### src/rtl/chan_scan_mux.sv
// chan_scan_mux: registered NCH-to-1 channel selector.
//
// Picks one of NCH W-bit channels from a flat bus, either under manual
// control (sel/sel_load) or by an automatic round-robin scan that dwells
// DWELL unstalled cycles on each channel. The chosen sample is registered
// behind a valid/ready handshake. The output holds steady under
// back-pressure, and the scan freezes while the output is stalled.
//
// Ports
//   clk        rising-edge clock
//   rst_n      asynchronous active-low reset
//   in_data    flat channel bus, channel k at [k*W +: W]
//   in_valid   per-channel valid
//   mode       0 = MANUAL, 1 = SCAN
//   sel        manual channel index
//   sel_load   load sel into the current channel (MANUAL only)
//   out_ready  consumer ready
//   out_data   registered selected data
//   out_ch     channel index that out_data came from
//   out_valid  out_data valid
//   sel_err    one-cycle pulse: an out-of-range sel load was rejected

// Per-channel tap: gates one channel's data and valid onto the shared
// AND-OR select tree when this channel is the current one.
module chan_scan_tap #(
  parameter int W   = 8,
  parameter int SW  = 4,
  parameter int IDX = 0
) (
  input  logic [SW-1:0] cur_ch,
  input  logic [W-1:0]  data,
  input  logic          valid,
  output logic [W-1:0]  gated_data,
  output logic          gated_valid
);
  logic hit;

  assign hit         = (cur_ch == SW'(IDX));
  assign gated_data  = hit ? data : '0;
  assign gated_valid = hit & valid;
endmodule

module chan_scan_mux #(
  parameter int NCH   = 9,
  parameter int W     = 8,
  parameter int DWELL = 4,
  parameter int SW    = $clog2(NCH)
) (
  input  logic             clk,
  input  logic             rst_n,
  input  logic [NCH*W-1:0] in_data,
  input  logic [NCH-1:0]   in_valid,
  input  logic             mode,
  input  logic [SW-1:0]    sel,
  input  logic             sel_load,
  input  logic             out_ready,
  output logic [W-1:0]     out_data,
  output logic [SW-1:0]    out_ch,
  output logic             out_valid,
  output logic             sel_err
);
  localparam int DCW = $clog2(DWELL) + 1;
  // Compare sel one bit wider so that NCH == 2**SW is handled as well.
  localparam logic [SW:0]    NCH_V   = (SW+1)'(NCH);
  localparam logic [SW-1:0]  LAST_CH = SW'(NCH - 1);
  localparam logic [DCW-1:0] LAST_DW = DCW'(DWELL - 1);

  typedef enum logic {
    MANUAL = 1'b0,
    SCAN   = 1'b1
  } state_t;

  state_t              state;
  logic [SW-1:0]       cur_ch;
  logic [DCW-1:0]      dcnt;

  logic [NCH-1:0][W-1:0] ch_data;
  logic [NCH-1:0][W-1:0] tap_data;
  logic [NCH-1:0]        tap_valid;
  logic [W-1:0]          pick_data;
  logic                  pick_valid;

  logic                  stall;
  logic                  sel_ok;
  logic                  dwell_end;
  logic [SW-1:0]         next_ch;

  // The flat bus maps directly onto the packed array: channel k is
  // element k.
  assign ch_data = in_data;

  for (genvar k = 0; k < NCH; k++) begin : g_tap
    chan_scan_tap #(
      .W   (W),
      .SW  (SW),
      .IDX (k)
    ) u_tap (
      .cur_ch      (cur_ch),
      .data        (ch_data[k]),
      .valid       (in_valid[k]),
      .gated_data  (tap_data[k]),
      .gated_valid (tap_valid[k])
    );
  end

  // At most one tap is hit, so OR-ing the gated lanes gives the select.
  always_comb begin
    pick_data = '0;
    for (int k = 0; k < NCH; k++) pick_data |= tap_data[k];
  end
  assign pick_valid = |tap_valid;

  assign stall     = out_valid & ~out_ready;
  assign sel_ok    = {1'b0, sel} < NCH_V;
  assign dwell_end = (dcnt == LAST_DW);
  assign next_ch   = (cur_ch == LAST_CH) ? '0 : cur_ch + SW'(1);

  always_ff @(posedge clk or negedge rst_n) begin
    if (!rst_n) begin
      state     <= MANUAL;
      cur_ch    <= '0;
      dcnt      <= '0;
      out_data  <= '0;
      out_ch    <= '0;
      out_valid <= 1'b0;
      sel_err   <= 1'b0;
    end else begin
      state   <= state_t'(mode);
      sel_err <= 1'b0;

      case (state)
        MANUAL: begin
          // dcnt parks at 0 here, so entering SCAN starts a fresh dwell
          // on whatever channel is current. Loads are honoured even when
          // the output is stalled.
          dcnt <= '0;
          if (sel_load) begin
            if (sel_ok) cur_ch  <= sel;
            else        sel_err <= 1'b1;
          end
        end
        SCAN: begin
          // The scan only advances on cycles that actually move a sample,
          // so back-pressure never skips a channel or cuts a dwell short.
          if (!stall) begin
            if (dwell_end) begin
              dcnt   <= '0;
              cur_ch <= next_ch;
            end else begin
              dcnt <= dcnt + DCW'(1);
            end
          end
        end
        default: ;
      endcase

      if (!stall) begin
        if (pick_valid) begin
          out_data  <= pick_data;
          out_ch    <= cur_ch;
          out_valid <= 1'b1;
        end else begin
          out_valid <= 1'b0;
        end
      end
    end
  end
endmodule

### config.mk
export PLATFORM = sky130hd
export DESIGN_NAME = chan_scan_mux
export DESIGN_NICKNAME = d
export VERILOG_FILES = /design/src/rtl/chan_scan_mux.sv
export SDC_FILE = /design/constraint.sdc
export NUM_CORES = 1
export LEC_CHECK = 0
export CAP_MARGIN = 20
export CORE_MARGIN = 8
export CORE_UTILIZATION = 25
export CTS_CLUSTER_SIZE = 24
export DETAILED_ROUTE_END_ITERATION = 8
export GPL_TIMING_DRIVEN = 0
export PLACE_DENSITY = 0.64
export SLEW_MARGIN = 20
export SYNTH_ARGS = -nofsm -noshare
export SYNTH_HDL_FRONTEND = slang
export SYNTH_SLANG_ARGS = --single-unit
### constraint.sdc
create_clock -name clk -period 3.2 [get_ports clk]
set_clock_uncertainty 0.1 [all_clocks]
set_input_delay 0.48 -clock clk [delete_from_list [all_inputs] [get_ports clk]]
set_output_delay 0.48 -clock clk [all_outputs]
set_load 0.02 [all_outputs]
==> results.md <==
* Initial antenna violation count at 0
* Setup crit end kind: register
* Hold WS at 0.0756 ns
* Sequential share of the synthesized area at 0.307
* Crit path kind: register to register
* Root Buffer: clkbuf_8
* # Post-CTS Setup Buffers at 0
* Worst EP required at 3.25 ns
* First-pass GRT wire length at 11100 µm
* Clock Tree Buf Depth at 2
* EDFF count, synth at 0
* Placed cell areas at 0.00295 mm²
* Syn Std Cell Area at 0.00179 mm²
* Fmax at 414 MHz
* YS warnings at 0
* Wire per inst at 18.7 µm
* Avg Cell Area, Syn at 9.95 µm²
* RSZ-0062 raised after global routing: false
* Post-Syn Instances at 180
* Total grt overflow at 0
* Crit-path most repeated cell: buf_4
* Clk_lat worst skew at 0.26 ns
* Residual DRC at 0
* Via count at 1898
* Internal power at 0.00140 W
* 1st-iter DRT viols at 111
* DRT antenna net count at 0
* Number of max-cap violations at 0
* PwrDens at 788 mW/mm²
* CTS buffer count at 3
* Via density at 4.92
* DR pass1 iterations at 4
* CTS tree: yes
* Fin crit period at 2.42 ns
* Ys async rst share at 1.00
* Sequential share of power at 0.201
* Area growth, synth to finish at 68.2%
* Crit-path max FO at 10
* Die area at 0.0101 mm²
* Setup Total Neg Slack at 0 ns
* Sw frac at 0.411
* Top Ports at 104
* Clk pwr share at 0.111
* Highest-count cells in the layout ignoring fill and taps: clkdlybuf4s50_1 (102), dfrtp_1 (22), a22oi_1 (13)
* Clock sink count at 22
* Synth unique cells at 48
* Fin nets at 383
* Setup crit start kind: register
* Worst Max-Slew Pin Slew at 0.597 ns
* IO Port Bufs at 103
* Slowest cell delay on critical path at 0.49 ns
* Total wire length at 7210 µm
* Pwr Total at 0.00237 W
* HP Class: primary input to async pin
* Cells along the critical path: inv_1 -> ha_1 -> buf_4 -> buf_4 -> a22o_1 -> a221oi_1 -> o21ai_0 -> mux2_4
* Relative slew slack at 0.601
* Final period utilization at 0.755
* Max H-tree Level at 1
* Setup Viol. Count Final at 0
* Hpwl dp at 5870 µm
* # hold bufs at CTS at 0
* Most used DFF post-synth: dfrtp_1
* Worst EP arrival at 2.47 ns
* Vias in the first global route at 2055
* Pin count of the biggest net entering global routing at 23
* #FFs+latches synth at 22
* Maximum VDD drop at 253 µV
* Row cnt at 31
* Share of layout cells above drive strength 1 at 0.122
* Most common cell after layout, fill and taps aside: clkdlybuf4s50_1
* Syn nets at 275
* Die width at 101 µm
* GPL Wtd Cong at 0.813
* Outcome: finished clean
* Final slew viol count at 0
* Worst path bufs/invs at 3
* Delay-heaviest family, CP: compound AO/OA/AOI/OAI gates
* CTS clk-pin slew, worst paths at 0.09 ns
* Fin. Hold Viols at 0
* R2R Setup Slk at 0.78 ns
* Ant diodes at 0
* Die height at 101 µm
* Core ar. at 0.00710 mm²
* Overall Global Routing Usage at 0.141
* Combinational Power Share at 0.688
* Post-CTS sizing at 0
* Initial core utilization at 0.252
* Static Leakage at 1.24 nW
* Slowest CP cell: dfrtp_1
* Design area at 0.00301 mm²
* Psw at 0.000976 W
cell usage after synthesis (3+ instances only):
library cell | instances | area [µm²]
a22o_1 | 7 | 61.3
nor2_1 | 7 | 26.3
inv_1 | 6 | 22.5
mux2i_1 | 12 | 120
nand2_1 | 7 | 26.3
nand3b_1 | 5 | 37.5
nor2b_1 | 4 | 25.0
a21oi_1 | 8 | 40.0
a221oi_1 | 5 | 43.8
o22ai_1 | 4 | 25.0
nand2b_1 | 4 | 25.0
nand3_1 | 3 | 15.0
o21ai_0 | 7 | 35.0
buf_2 | 5 | 25.0
a211o_1 | 3 | 26.3
dfrtp_1 | 22 | 551
buf_4 | 3 | 22.5
a22oi_1 | 13 | 97.6
ha_1 | 5 | 62.6
buf_6 | 6 | 67.6
a211oi_1 | 4 | 30.0
mux2_4 | 8 | 120
per-layer routing:
metal | track usage | wire [µm] | vias up
met5 | 0 | 0 | -
met4 | 0.0442 | 47 | 0
met1 | 0.171 | 3080 | 921
li1 | - | - | 917
met3 | 0.0235 | 351 | 2
met2 | 0.245 | 3730 | 58
path summary, 6_finish.rpt:
kind / startpoint / end / depth (start not counted)
worst min register to register: out_ch[2] / out_ch[2] / 1
min in group clk: out_ch[2] / out_ch[2] / 1
worst max-delay path: cur_ch[0] / out_data[2] / 8
worst min-delay path: rst_n / cur_ch[0] / 1
worst max register to register: cur_ch[0] / out_data[2] / 8
max in group asynchronous: rst_n / out_data[2] / 1
final cells by class:
type | count | area [µm²]
plain buffers | 16 | 123
multi-input cells | 136 | 1090
clock buffers | 3 | 41.3
fillers | 727 | 4090
repair buffers | 103 | 1030
flip-flops and latches | 22 | 551
well taps | 99 | 124
clock inverters | 1 | 30.0
inverters | 6 | 22.5
per-stage QoR:
stage	instances	setup slack [ns]	util
floorplan	180	1.14	-
global placement	382	0.867	0.415
finish	386	0.783	0.424
CTS	386	0.795	0.425
global route	386	0.630	0.424
detailed placement	382	0.824	0.415
power groups by stage:
stage	Clock, W	Sequential, W	Combinational, W
after global placement	0	0.000477	0.00162
after CTS	0.000272	0.000478	0.00165
after global routing	0.000283	0.000494	0.00176
after detailed placement	0	0.000482	0.00164
final	0.000263	0.000478	0.00163
after floorplan	0	0.000555	0.00101
kinds of logic after synthesis:
| logic type | Yosys count | synth area share |
|---|---|---|
| and+or+nand+nor | 40 | 0.128 |
| DFF | 22 | 0.307 |
| muxes | 22 | 0.147 |
| buffers and inverters | 22 | 0.0811 |
| adders and majority gates | 5 | 0.0349 |
| AOI/OAI and AO/OA | 69 | 0.302 |
registers in the layout, indices dropped and copies added (netlist names):
name       cells
state          1
out_valid      1
out_ch         4
dcnt           3
out_data       8
sel_err        1
cur_ch         4
(Power assumes the default switching activity.)
